<file path="config.mk">
export PLATFORM = sky130hd
export DESIGN_NAME = sum_splitter
export DESIGN_NICKNAME = d
export VERILOG_FILES = /design/src/rtl/adder_pkg.sv /design/src/rtl/sum_splitter.sv
export SDC_FILE = /design/constraint.sdc
export NUM_CORES = 1
export LEC_CHECK = 0
export ABC_CLOCK_PERIOD_IN_PS = 2100
export CAP_MARGIN = 20
export CORE_ASPECT_RATIO = 1.25
export CORE_MARGIN = 1
export CORE_UTILIZATION = 40
export CTS_CLUSTER_SIZE = 14
export DETAILED_ROUTE_END_ITERATION = 12
export GPL_ROUTABILITY_DRIVEN = 0
export GPL_TIMING_DRIVEN = 0
export PLACE_DENSITY = 0.67
export SYNTH_ARGS = -nofsm -noshare
export SYNTH_HDL_FRONTEND = slang
export SYNTH_SLANG_ARGS = --single-unit
</file>
<file path="constraint.sdc">
create_clock -name clk -period 2.1 [get_ports clk]
set_input_delay 0.42 -clock clk [delete_from_list [all_inputs] [get_ports clk]]
set_output_delay 0.42 -clock clk [all_outputs]
set_load 0.02 [all_outputs]
</file>
<file path="src/rtl/adder_pkg.sv">
// Shared definitions for the adder family: FSM state encoding, operand count
// and the operand saturation value derived from a width.
package adder_pkg;

  typedef enum logic {
    IDLE = 1'b0,
    SEND = 1'b1
  } state_t;

  localparam int NUM_OPS = 4;

  function automatic int max_from_width(input int width);
    return (1 << width) - 1;
  endfunction

endpackage

</file>
<file path="src/rtl/sum_splitter.sv">
// Splits one accepted sum into four saturating operand beats (a, b, c, d),
// greedily filling each beat up to MAX before moving to the next.
module sum_splitter #(
  parameter int WIDTH   = 4,
  parameter int NUM_OPS = adder_pkg::NUM_OPS
) (
  input  logic             clk,
  input  logic             rst,
  input  logic             in_valid,
  output logic             in_ready,
  input  logic [WIDTH+1:0] in_sum,
  output logic             out_valid,
  input  logic             out_ready,
  output logic [WIDTH-1:0] out_data,
  output logic [1:0]       out_idx,
  output logic             out_last,
  output logic             out_err,
  output logic             o_dbg_state
);
  import adder_pkg::*;

  localparam logic [WIDTH-1:0] MAX_W    = WIDTH'(max_from_width(WIDTH));
  localparam logic [WIDTH+1:0] LIMIT    = (WIDTH+2)'(NUM_OPS * max_from_width(WIDTH));
  localparam logic [1:0]       LAST_IDX = 2'(NUM_OPS - 1);

  // Handshakes: a transfer happens on a rising edge where valid && ready;
  // the producer holds its payload stable until that edge.
  state_t           r_state;
  logic [WIDTH+1:0] r_rem;
  logic [WIDTH-1:0] r_data;
  logic [1:0]       r_idx;
  logic             r_last;
  logic             r_err;
  logic             r_out_valid;
  logic             r_in_ready;
  logic [WIDTH+1:0] w_rem_sub;

  function automatic logic [WIDTH-1:0] sat(input logic [WIDTH+1:0] x);
    return (x > {2'b00, MAX_W}) ? MAX_W : x[WIDTH-1:0];
  endfunction

  // The beat on the bus never exceeds the remainder, so this cannot wrap.
  assign w_rem_sub = r_rem - {2'b00, r_data};

  always_ff @(posedge clk or posedge rst) begin
    if (rst) begin
      r_state     <= IDLE;
      r_rem       <= '0;
      r_data      <= '0;
      r_idx       <= '0;
      r_last      <= 1'b0;
      r_err       <= 1'b0;
      r_out_valid <= 1'b0;
      r_in_ready  <= 1'b1;
    end else begin
      case (r_state)
        IDLE: begin
          if (in_valid) begin
            r_state     <= SEND;
            r_rem       <= in_sum;
            r_data      <= sat(in_sum);
            r_idx       <= '0;
            r_last      <= (LAST_IDX == 2'd0);
            r_err       <= (in_sum > LIMIT);
            r_out_valid <= 1'b1;
            r_in_ready  <= 1'b0;
          end
        end
        SEND: begin
          if (out_ready) begin
            r_rem <= w_rem_sub;
            if (r_idx == LAST_IDX) begin
              // Any residue left over an error sum is dropped here.
              r_state     <= IDLE;
              r_data      <= '0;
              r_idx       <= '0;
              r_last      <= 1'b0;
              r_err       <= 1'b0;
              r_out_valid <= 1'b0;
              r_in_ready  <= 1'b1;
            end else begin
              r_data <= sat(w_rem_sub);
              r_idx  <= r_idx + 2'd1;
              r_last <= ((r_idx + 2'd1) == LAST_IDX);
            end
          end
        end
        default: r_state <= IDLE;
      endcase
    end
  end

  assign in_ready    = r_in_ready;
  assign out_valid   = r_out_valid;
  assign out_data    = r_data;
  assign out_idx     = r_idx;
  assign out_last    = r_last;
  assign out_err     = r_err;
  assign o_dbg_state = r_state;

endmodule

</file>
==> Word level (Yosys, flattened, before mapping) <==
Cells that the tools add are included.
{ "totals": {"output_inout_bits": 11, "elab_cells": 51, "register_bits": 17} }
{ "op_classes": {"reduce_logical": 2, "addsub": 2, "n_lt_le_gt_ge": 3, "n_bitwise": 1, "n_mux": 30, "n_eq_ne": 5} }
{ "ops": {"columns": ["op", "count"], "rows": [
  ["4-bit two-way mux", 5],
  ["6-bit by 4-bit greater-than comparator with 1-bit output (second input constant)", 2],
  ["1-bit two-way mux", 12],
  ["6-bit two-way mux", 2],
  ["6-bit one-hot mux with 2 select lines", 1],
  ["1-bit one-hot mux with 2 select lines", 5],
  ["4-bit one-hot mux with 2 select lines", 1],
  ["6-bit greater-than comparator (second input constant)", 1],
  ["2-bit two-way mux", 3],
  ["6-bit by 4-bit subtractor with 6-bit output", 1],
  ["2-bit equality test (second input constant)", 2],
  ["2-bit inequality test (second input constant)", 2],
  ["2-bit one-hot mux with 2 select lines", 1],
  ["3-bit AND reduction", 1],
  ["2-bit by 1-bit adder with 2-bit output (second input constant)", 1],
  ["2-bit by 1-bit inequality test with 1-bit output (second input constant)", 1],
  ["2-bit AND reduction", 1],
  ["1-bit NOT", 1]
]} }

==> Depth between registers and ports, before layout <==
Gate-level depths: netlist of the first run.
{ "logic_depth": {"depth_word": 6, "ltp_mapped": 9, "ltp_nobuf": 9} }

==> Least setup slack after synthesis of the first run <==
Ideal clock, no wire load.
{ "synth_timing": {"path_kind": "flip-flop to flip-flop", "start": "reg r_data[0] (netlist: out_data[0])", "end": "reg r_data[1] (netlist: out_data[1])", "path_stages_with_launch": 9, "required_time_ps": 1953, "n_path_buf": 0, "setup_ps": 147, "t_arrival_ps": 2038, "setup_slack_ps": -85, "cell_sequence": "dfrtp_1 > ha_1 > inv_1 > fa_1 > a21o_1 > a21oi_2 > xor2_2 > a2111oi_2 > a222oi_1"} }
{ "synth_between": {"elab_chain_len": 6} }
{ "synth_lines": {"columns": ["element", "line_no", "source"], "rows": [
  ["from (decl)", "sum_splitter.sv:30", "logic [WIDTH-1:0] r_data;"],
  ["from (signal assigned)", "sum_splitter.sv:61", "r_data <= sat(in_sum);"],
  ["from (signal assigned)", "sum_splitter.sv:82", "r_data <= sat(w_rem_sub);"],
  ["6-bit by 4-bit subtractor with 6-bit output (*)", "sum_splitter.sv:43", "assign w_rem_sub = r_rem - {2'b00, r_data};"],
  ["6-bit by 4-bit greater-than comparator with 1-bit output", "sum_splitter.sv:39", "return (x > {2'b00, MAX_W}) ? MAX_W : x[WIDTH-1:0];"],
  ["4-bit two-way mux (*)", "sum_splitter.sv:39", null],
  ["4-bit two-way mux (*)", "sum_splitter.sv:72", "if (r_idx == LAST_IDX) begin"],
  ["4-bit two-way mux (*)", "sum_splitter.sv:70", "if (out_ready) begin"],
  ["4-bit one-hot mux with 2 select lines (*)", "sum_splitter.sv:56", "case (r_state)"]
]} }
Every way passes the cells marked *; elsewhere a longest branch is shown, timed or not. The select of a mux whose other input is x is not followed.
A chain may end at the register's enable or synchronous reset.

==> Worst setup path in the final report of the first run <==
{ "layout_timing": {"start": "reg r_rem[0]", "end": "reg r_data[2] (netlist: out_data[2])"} }
{ "layout_between": {"elab_chain_len": 6} }
{ "layout_lines": {"columns": ["element", "line_no", "source"], "rows": [
  ["from (decl)", "sum_splitter.sv:29", "logic [WIDTH+1:0] r_rem;"],
  ["from (signal assigned)", "sum_splitter.sv:60", "r_rem <= in_sum;"],
  ["from (signal assigned)", "sum_splitter.sv:71", "r_rem <= w_rem_sub;"],
  ["6-bit by 4-bit subtractor with 6-bit output (*)", "sum_splitter.sv:43", null],
  ["6-bit by 4-bit greater-than comparator with 1-bit output", "sum_splitter.sv:39", null],
  ["4-bit two-way mux (*)", "sum_splitter.sv:39", null],
  ["4-bit two-way mux (*)", "sum_splitter.sv:72", null],
  ["4-bit two-way mux (*)", "sum_splitter.sv:70", null],
  ["4-bit one-hot mux with 2 select lines (*)", "sum_splitter.sv:56", null]
]} }
Marks and branches as above.

==> flow_summary.ini, run 1 <==
[hold_path]
hold_class = input pin to flip-flop
whs_path_depth = 2
min_to = r_rem[3]
hold_start = out_ready

[timing]
period_needed_ns = 2.01
tightestPinTransition_ns = 0.649
worst_slack_ns = 0.0933
rsz0062_at_grt = no
timing.slew.headroom = 0.567
hold_slack_ns = 0.474
setup_tns_ns = 0
slew_violations = 0
fmax_mhz = 498
period_share = 0.956
hold_violations = 0
fin_worst_skew_ns = 0.00263
setup_viol = 0

[place]
io_buffers = 18
place_inst = 166
dpl_cell_area_mm2 = 0.00134
post-place-ws_ns = -0.133
post-dp-hpwl_um = 1930

[die]
dieArea_mm2 = 0.00297
die_x_um = 48.9
core_area_mm2 = 0.00253
rows = 20
start_util = 0.436
die_y_um = 60.7
ios = 21

[routing]
wl_per_cell_um = 14.8
vias = 948
vias_per_cell = 5.48
antenna_left = 0
drc = 0
initialDrtViolationCount = 27
drt_pass1_iterations = 4
routed_wl_um = 2550

[setup_path]
slowest_delay_ns = 0.39
critPathKind = flip-flop to flip-flop
cp_common_cell = inv_2
timing.rr.start = r_rem[0]
reg2reg_to = out_data[2]
cp-end-kind = flip-flop
required_ns = 2.29
worstSetupStartpointType = flip-flop
r2r_cells = 9
path_cells = inv_2 > ha_4 > inv_2 > fa_2 > a21o_1 > a21oi_2 > xor2_2 > a2111oi_4 > a222oi_1
worst-path-max-fanout = 3
r2r_setup_slack_ns = 0.09
crit_arrival_ns = 2.20
slowest_stage = dfrtp_1

[layout]
layout.nets = 158
fin_cells = 173
drive_above_1_share = 0.186
num-fill-cells = 240
final_cell_mix = clkdlybuf4s50_1 (18), dfrtp_1 (15), nand2_1 (12)
postLayoutCoreUtil = 0.554
final_area_mm2 = 0.00140
diodes = 0
layout_commonest_cell = clkdlybuf4s50_1
syn2layout_area_growth_pct = 27.2

[global_route]
antenna_found_initial = 0
grt_overflow = 0
grt_max_degree = 18
grt_pass1_vias = 951
grt_pass1_wl_um = 4430
grt_usage = 0.199

[clock_network]
clkLatencyLatePin_ns = 0.30
numCtsBuffers = 3
clock_sinks = 17
cts_max_level = 1
clk_pin_slew_ns = 0.10
cts_tree = done
clock_path_buffers = 2
cts_root_buf = clkbuf_4

[synth]
ys_ff_latch = 17
ys_warn_count = 0
synth.avg_cell_area_um2 = 9.57
seq_area_frac_synth = 0.388
synth_cells = 115
ys_types = 43
ys.flop_type = dfrtp_1
synth-edff-count = 0
syn_area_mm2 = 0.00110
synth.net_count = 132
async_reset_ff_frac = 1.00

[power_and_ir_drop]
p_sw_mw = 1.05
p_clk_frac = 0.078
totalPowerFinal_mw = 2.35
p_leak_nw = 0.598
powerDensity_mw_per_mm2 = 1680
p_seq_frac = 0.262
ir_worst_vdd_v = 0.000876
comb_power_share = 0.659
p_int_mw = 1.29
switching_share = 0.448

[run]
max_cap_violations = 0

[outcome]
status = complete, no violations
[state kept, by name (all words and copies together) (netlist names)]
register	cells
out_valid	1
in_ready	1
out_err	1
out_data	4
r_rem	6
out_last	1
out_idx	2
o_dbg_state	1
[power groups by stage]
stage / Clock (mW) / Combinational [mW] / Sequential [mW]
after floorplan: 0 / 0.973 / 0.699
after CTS: 0.184 / 1.47 / 0.612
after detailed placement: 0 / 1.46 / 0.617
after global routing: 0.203 / 1.70 / 0.639
final: 0.184 / 1.55 / 0.615
after global placement: 0 / 1.43 / 0.610
[what timing repair did]
action	CTS	global route
hold buffers	0	0
setup buffers	0	3
pin swaps	3	5
resized for setup	2	3
gates cloned	0	0
endpoints found under the setup margin	4	4
[synthesized netlist by cell type (all sizes together) (5+ instances only)]
library cell	count	area share
nand2	12	0.041
inv	9	0.031
dfrtp	16	0.36
nor2	9	0.031
ha	6	0.068
a21oi	11	0.053
o21ai	5	0.023
[worst max-delay path by stage]
stage                startpoint     endpoint  slack [ns]
global route           r_rem[0]  out_data[1]       0.002
global placement       r_rem[0]  out_data[1]       -0.11
detailed placement     r_rem[0]  out_data[2]       -0.13
floorplan           out_data[0]  out_data[1]        0.03
finish                 r_rem[0]  out_data[2]        0.09
CTS                    r_rem[0]  out_data[3]       0.009
[worst max-delay path: cells and delay by family, from the launching register on]
kind	cells	cell delay [ns]
adders and majority gates	2	0.46
buffers and inverters	2	0.11
xor gates and xnor gates	1	0.27
AOI/OAI and AO/OA	4	0.67
DFF	1	0.39
[logic make-up after synthesis]
family / share of synthesized area
flops: 0.388
buf+inv: 0.0568
mux: 0.0273
compound gates: 0.252
simple gates: 0.159
xor+xnor: 0.0307
fa+ha+maj: 0.0864
[layer usage]
layer,GRT usage,part of all wire
met3,0.0326,0.041
met4,0.0756,0.014
met1,0.236,0.45
met2,0.365,0.49
met5,0,0
[area by class of cell]
cell class / instances / area, um2 / share of cell area
sequential: 17 / 428 / 0.306
multi-input combinational: 84 / 639 / 0.457
tap: 33 / 41.3 / 0.0295
timing repair buffer: 21 / 203 / 0.145
inverter: 10 / 37.5 / 0.0268
clock buffer: 4 / 26.3 / 0.0188
buffer: 4 / 25.0 / 0.0179
No activity file was read; power rests on OpenSTA's default activity.
==> inputs of run 2 (changes only) <==
--- a/config.mk
+++ b/config.mk
@@ -10,11 +10,13 @@
 export CORE_ASPECT_RATIO = 1.25
 export CORE_MARGIN = 1
 export CORE_UTILIZATION = 40
+export CTS_CLUSTER_DIAMETER = 50
 export CTS_CLUSTER_SIZE = 14
 export DETAILED_ROUTE_END_ITERATION = 12
 export GPL_ROUTABILITY_DRIVEN = 0
 export GPL_TIMING_DRIVEN = 0
 export PLACE_DENSITY = 0.67
+export RECOVER_POWER = 25
 export SYNTH_ARGS = -nofsm -noshare
 export SYNTH_HDL_FRONTEND = slang
 export SYNTH_SLANG_ARGS = --single-unit
==> run 2 against run 1 <==
Net effect: maximum frequency unchanged; core utilization unchanged; clock power is essentially flat; combinational power about the same; non-clock buffer count did not move; clock-buffer cell count unchanged; routed wire length is the same; highest routed layer unchanged.
==> flow_summary.ini, run 2 (synthesis gave the netlist of run 1 again) <==
[outcome]
status = complete, no violations

[global_route]
antenna_found_initial = 0
grt_max_degree = 18
grt_usage = 0.199
grt_pass1_wl_um = 4430
grt_overflow = 0
grt_pass1_vias = 951

[routing]
wl_per_cell_um = 14.8
drc = 0
routed_wl_um = 2550
antenna_left = 0
vias = 948
drt_pass1_iterations = 4
vias_per_cell = 5.48
initialDrtViolationCount = 27

[timing]
fin_worst_skew_ns = 0.00263
worst_slack_ns = 0.0933
fmax_mhz = 498
hold_violations = 0
timing.slew.headroom = 0.567
slew_violations = 0
setup_viol = 0
rsz0062_at_grt = no
period_needed_ns = 2.01
tightestPinTransition_ns = 0.649
period_share = 0.956

[die]
start_util = 0.436
rows = 20
ios = 21
die_x_um = 48.9
die_y_um = 60.7
dieArea_mm2 = 0.00297
core_area_mm2 = 0.00253

[clock_network]
cts_tree = done
clock_sinks = 17
clock_path_buffers = 2
numCtsBuffers = 3
clk_pin_slew_ns = 0.10
cts_max_level = 1
cts_root_buf = clkbuf_4
clkLatencyLatePin_ns = 0.30
cts.hold.buffers_added = 0

[layout]
drive_above_1_share = 0.186
layout.nets = 158
diodes = 0
largest_reg_flops = 6
top_register = r_rem
syn2layout_area_growth_pct = 27.2
layout_commonest_cell = clkdlybuf4s50_1
num-fill-cells = 240
final_cell_mix = clkdlybuf4s50_1 (17), dfrtp_1 (15), nand2_1 (12)
final_area_mm2 = 0.00140
fin_cells = 173

[setup_path]
r2r_cells = 9
cp-end-kind = flip-flop
endpoint = out_data[2]
crit_arrival_ns = 2.20
cp-startpoint = r_rem[0]
required_ns = 2.29
worst-path-max-fanout = 3
reg2reg_to = out_data[2]
r2r_setup_slack_ns = 0.09
worstSetupStartpointType = flip-flop
timing.rr.start = r_rem[0]
critPathKind = flip-flop to flip-flop

[power_and_ir_drop]
p_clk_frac = 0.078
p_seq_frac = 0.262
ir_worst_vdd_v = 0.000876
p_sw_mw = 1.05
switching_share = 0.448
powerDensity_mw_per_mm2 = 1670
comb_power_share = 0.659
p_int_mw = 1.29
p_leak_nw = 0.598

[hold_path]
hold_class = input pin to flip-flop

[place]
post-dp-hpwl_um = 1930
post-place-ws_ns = -0.133
io_buffers = 18
dpl_cell_area_mm2 = 0.00134
place_inst = 166

[run]
max_cap_violations = 0
[run 2: stage by stage]
stage	hold WS (ns)	utilization	TNS [ns]	power, mW
CTS	0.483	0.541	0	2.27
detailed placement	0.502	0.529	-0.456	2.08
finish	0.474	0.554	0	2.34
global route	0.492	0.554	0	2.54
floorplan	0.345	-	0	1.67
global placement	0.498	0.529	-0.359	2.04
[run 2: how the worst min path moves through the flow]
stage          startpoint  slack, ns           to  cells past startpoint
3_3_place_gp     out_last       0.50     out_last                      2
5_1_grt         out_ready       0.49     r_rem[3]                      2
4_1_cts         out_ready       0.48     r_rem[3]                      2
6_report        out_ready       0.47     r_rem[3]                      2
3_5_place_dp     out_last       0.50     out_last                      2
2_1_floorplan         rst       0.35  o_dbg_state                      1
[run 2: worst max-delay path, stage by stage (launching register included)]
cell and delay [ns]:
dfrtp_1 0.39, inv_2 0.08, ha_4 0.13, inv_2 0.03, fa_2 0.33, a21o_1 0.18, a21oi_2 0.17, xor2_2 0.27
a2111oi_4 0.08, a222oi_1 0.24
[run 2: area by class of cell]
type	instances	area, um2	area share
Sequential cell	17	428	0.306
Tap cell	33	41.3	0.0295
Multi-Input combinational cell	84	639	0.457
Inverter	10	37.5	0.0268
Clock buffer	4	26.3	0.0188
Buffer	4	25.0	0.0179
Timing Repair Buffer	21	203	0.145
[run 2: power groups by stage]
| stage | clock (mW) | sequential, mW | combinational, mW |
|---|---|---|---|
| after floorplan | 0 | 0.699 | 0.973 |
| after global placement | 0 | 0.610 | 1.43 |
| after detailed placement | 0 | 0.617 | 1.46 |
| after CTS | 0.184 | 0.612 | 1.47 |
| after global routing | 0.203 | 0.639 | 1.70 |
| final | 0.184 | 0.615 | 1.55 |
[run 2: metal layers]
metal  wire length, um  vias to the layer above  track usage  part of all wire
met5                 0                        -            0                 0
met4                37                        0       0.0756             0.014
met3               105                        5       0.0326             0.041
met2              1250                       20        0.365              0.49
met1              1160                      458        0.236              0.45
li1                  -                      465            -                 -
[run 2: timing repair]
action | in CTS | in global routing
gates resized for setup | 2 | 3
pin swaps | 3 | 5
endpoints found under the setup margin | 4 | 4
buffers inserted | 0 | 3
gates cloned | 0 | 0
==> inputs of run 3 (changes only) <==
--- a/config.mk
+++ b/config.mk
@@ -6,16 +6,15 @@
 export NUM_CORES = 1
 export LEC_CHECK = 0
 export ABC_CLOCK_PERIOD_IN_PS = 2100
-export CAP_MARGIN = 20
 export CORE_ASPECT_RATIO = 1.25
 export CORE_MARGIN = 1
 export CORE_UTILIZATION = 40
 export CTS_CLUSTER_DIAMETER = 50
 export CTS_CLUSTER_SIZE = 14
 export DETAILED_ROUTE_END_ITERATION = 12
+export DONT_BUFFER_PORTS = 1
 export GPL_ROUTABILITY_DRIVEN = 0
 export GPL_TIMING_DRIVEN = 0
-export PLACE_DENSITY = 0.67
 export RECOVER_POWER = 25
 export SYNTH_ARGS = -nofsm -noshare
 export SYNTH_HDL_FRONTEND = slang
==> run 3 against run 2 <==
Net effect: the run now ends with setup timing left; cell area down 12%; largest power group unchanged; flip-flop and latch count unchanged; clock skew grew 0.0023 ns; routed wire length down 2.2%; final cell count decreased by 10%; critical path type unchanged; sequential power up 20%; register-to-register slack lost 0.12 ns.
==> flow_summary.ini, run 3 (synthesis gave the netlist of run 1 again) <==
[outcome]
status = finished, violations left
failed_checks = setup timing

[timing]
tightestPinTransition_ns = 0.663
slew_violations = 0
hold_violations = 0
timing.slew.headroom = 0.557
period_share = 1.01
rsz0062_at_grt = yes
worst_slack_ns = -0.0244
fmax_mhz = 471
period_needed_ns = 2.12
fin_worst_skew_ns = 0.00490
setup_viol = 1

[setup_path]
worstSetupStartpointType = flip-flop
worst-path-max-fanout = 3
cp-end-kind = flip-flop
critPathKind = flip-flop to flip-flop
crit_arrival_ns = 2.31
required_ns = 2.29

[power_and_ir_drop]
totalPowerFinal_mw = 2.23
powerDensity_mw_per_mm2 = 1800
p_sw_mw = 1.04
p_clk_frac = 0.085
switching_share = 0.467
ir_worst_vdd_v = 0.000807
p_seq_frac = 0.331
p_leak_nw = 0.527
comb_power_share = 0.584
p_int_mw = 1.19

[die]
start_util = 0.436
die_x_um = 48.9
die_y_um = 60.7
rows = 20
core_area_mm2 = 0.00253
ios = 21
dieArea_mm2 = 0.00297

[hold_path]
hold_class = input pin to async pin

[routing]
wl_per_cell_um = 16.1
wl_met1_um = 1070
antenna_left = 0
routed_wl_um = 2500
dr_wl_met3_um = 150
vias_per_cell = 5.79
initialDrtViolationCount = 16
drt_pass1_iterations = 4
drc = 0
maxUsedRoutingLayer = met4
wl_met2_um = 1220
vias = 897

[clock_network]
numCtsBuffers = 3
clkLatencyLatePin_ns = 0.30
clk_pin_slew_ns = 0.11
cts_tree = done
cts_max_level = 1
clock_path_buffers = 2
clock_sinks = 17
cts_root_buf = clkbuf_4

[layout]
top_register = r_rem
final_cell_mix = dfrtp_1 (13), nand2_1 (12), nor2_1 (9), a21oi_1 (9), inv_1 (7)
final_area_mm2 = 0.00124
largest_reg_flops = 6
layout.nets = 140
syn2layout_area_growth_pct = 12.5
layout_commonest_cell = dfrtp_1
drive_above_1_share = 0.246
diodes = 0

[place]
io_buffers = 0
dpl_cell_area_mm2 = 0.00116
post-place-ws_ns = -0.206
post-dp-hpwl_um = 1900

[global_route]
grt_usage = 0.198
grt_overflow = 0
grt_max_degree = 18
antenna_found_initial = 0
grt_pass1_vias = 891
grt_pass1_wl_um = 4330

[run]
max_cap_violations = 0
run 3: path summary, 6_finish.rpt:
check	to	from	slack, ns	depth (start not counted)
max	out_data[1]	out_data[0]	-0.02	8
min	out_idx[0]	rst	0.08	1
max reg2reg	out_data[1]	out_data[0]	-0.02	8
min reg2reg	r_rem[0]	r_rem[0]	0.58	2
max in group asynchronous	out_data[2]	rst	1.56	1
min in group clk	out_data[2]	in_sum[2]	0.27	2
run 3: layer usage:
layer,global-route usage,vias up
li1,-,431
met1,0.229,430
met2,0.347,29
met3,0.0476,7
met4,0.0966,0
met5,0,-
run 3: layout make-up:
class	count	area, um2
Clock buffer	4	26.3
Tap cell	33	41.3
Inverter	10	37.5
Buffer	4	25.0
Timing Repair Buffer	3	22.5
Fill cell	255	1290
Sequential cell	17	430
Multi-Input combinational cell	84	656
run 3: power by group through the flow:
stage	clock (mW)	combinational, mW	sequential [mW]
2_1_floorplan	0	0.973	0.699
3_3_place_gp	0	1.14	0.731
3_5_place_dp	0	1.16	0.735
4_1_cts	0.190	1.21	0.734
5_1_grt	0.209	1.48	0.764
6_report	0.190	1.30	0.739
run 3: metrics by stage:
stage	hold slack [ns]	cells	TNS [ns]	utilization
2_1_floorplan	0.345	115	0	-
3_3_place_gp	0.435	148	-0.608	0.457
3_5_place_dp	0.442	148	-0.736	0.457
4_1_cts	0.105	153	0	0.478
5_1_grt	0.120	155	-0.444	0.490
6_report	0.0839	155	-0.0244	0.490
run 3: repair_timing:
| item | in CTS | in global routing |
|---|---|---|
| setup endpoints to repair | 5 | 4 |
| hold buffers | 0 | 0 |
| buffers inserted | 1 | 2 |
| resized for setup | 6 | 3 |
| cloned | 0 | 0 |
| pin swaps | 8 | 3 |
run 3: critical path, cell delays in order (launching register included):
cell	delay, ns
dfrtp_2	0.48
ha_4	0.16
inv_2	0.03
fa_2	0.34
a21o_1	0.18
a21oi_2	0.16
xor2_2	0.29
a2111oi_4	0.08
a222oi_1	0.30
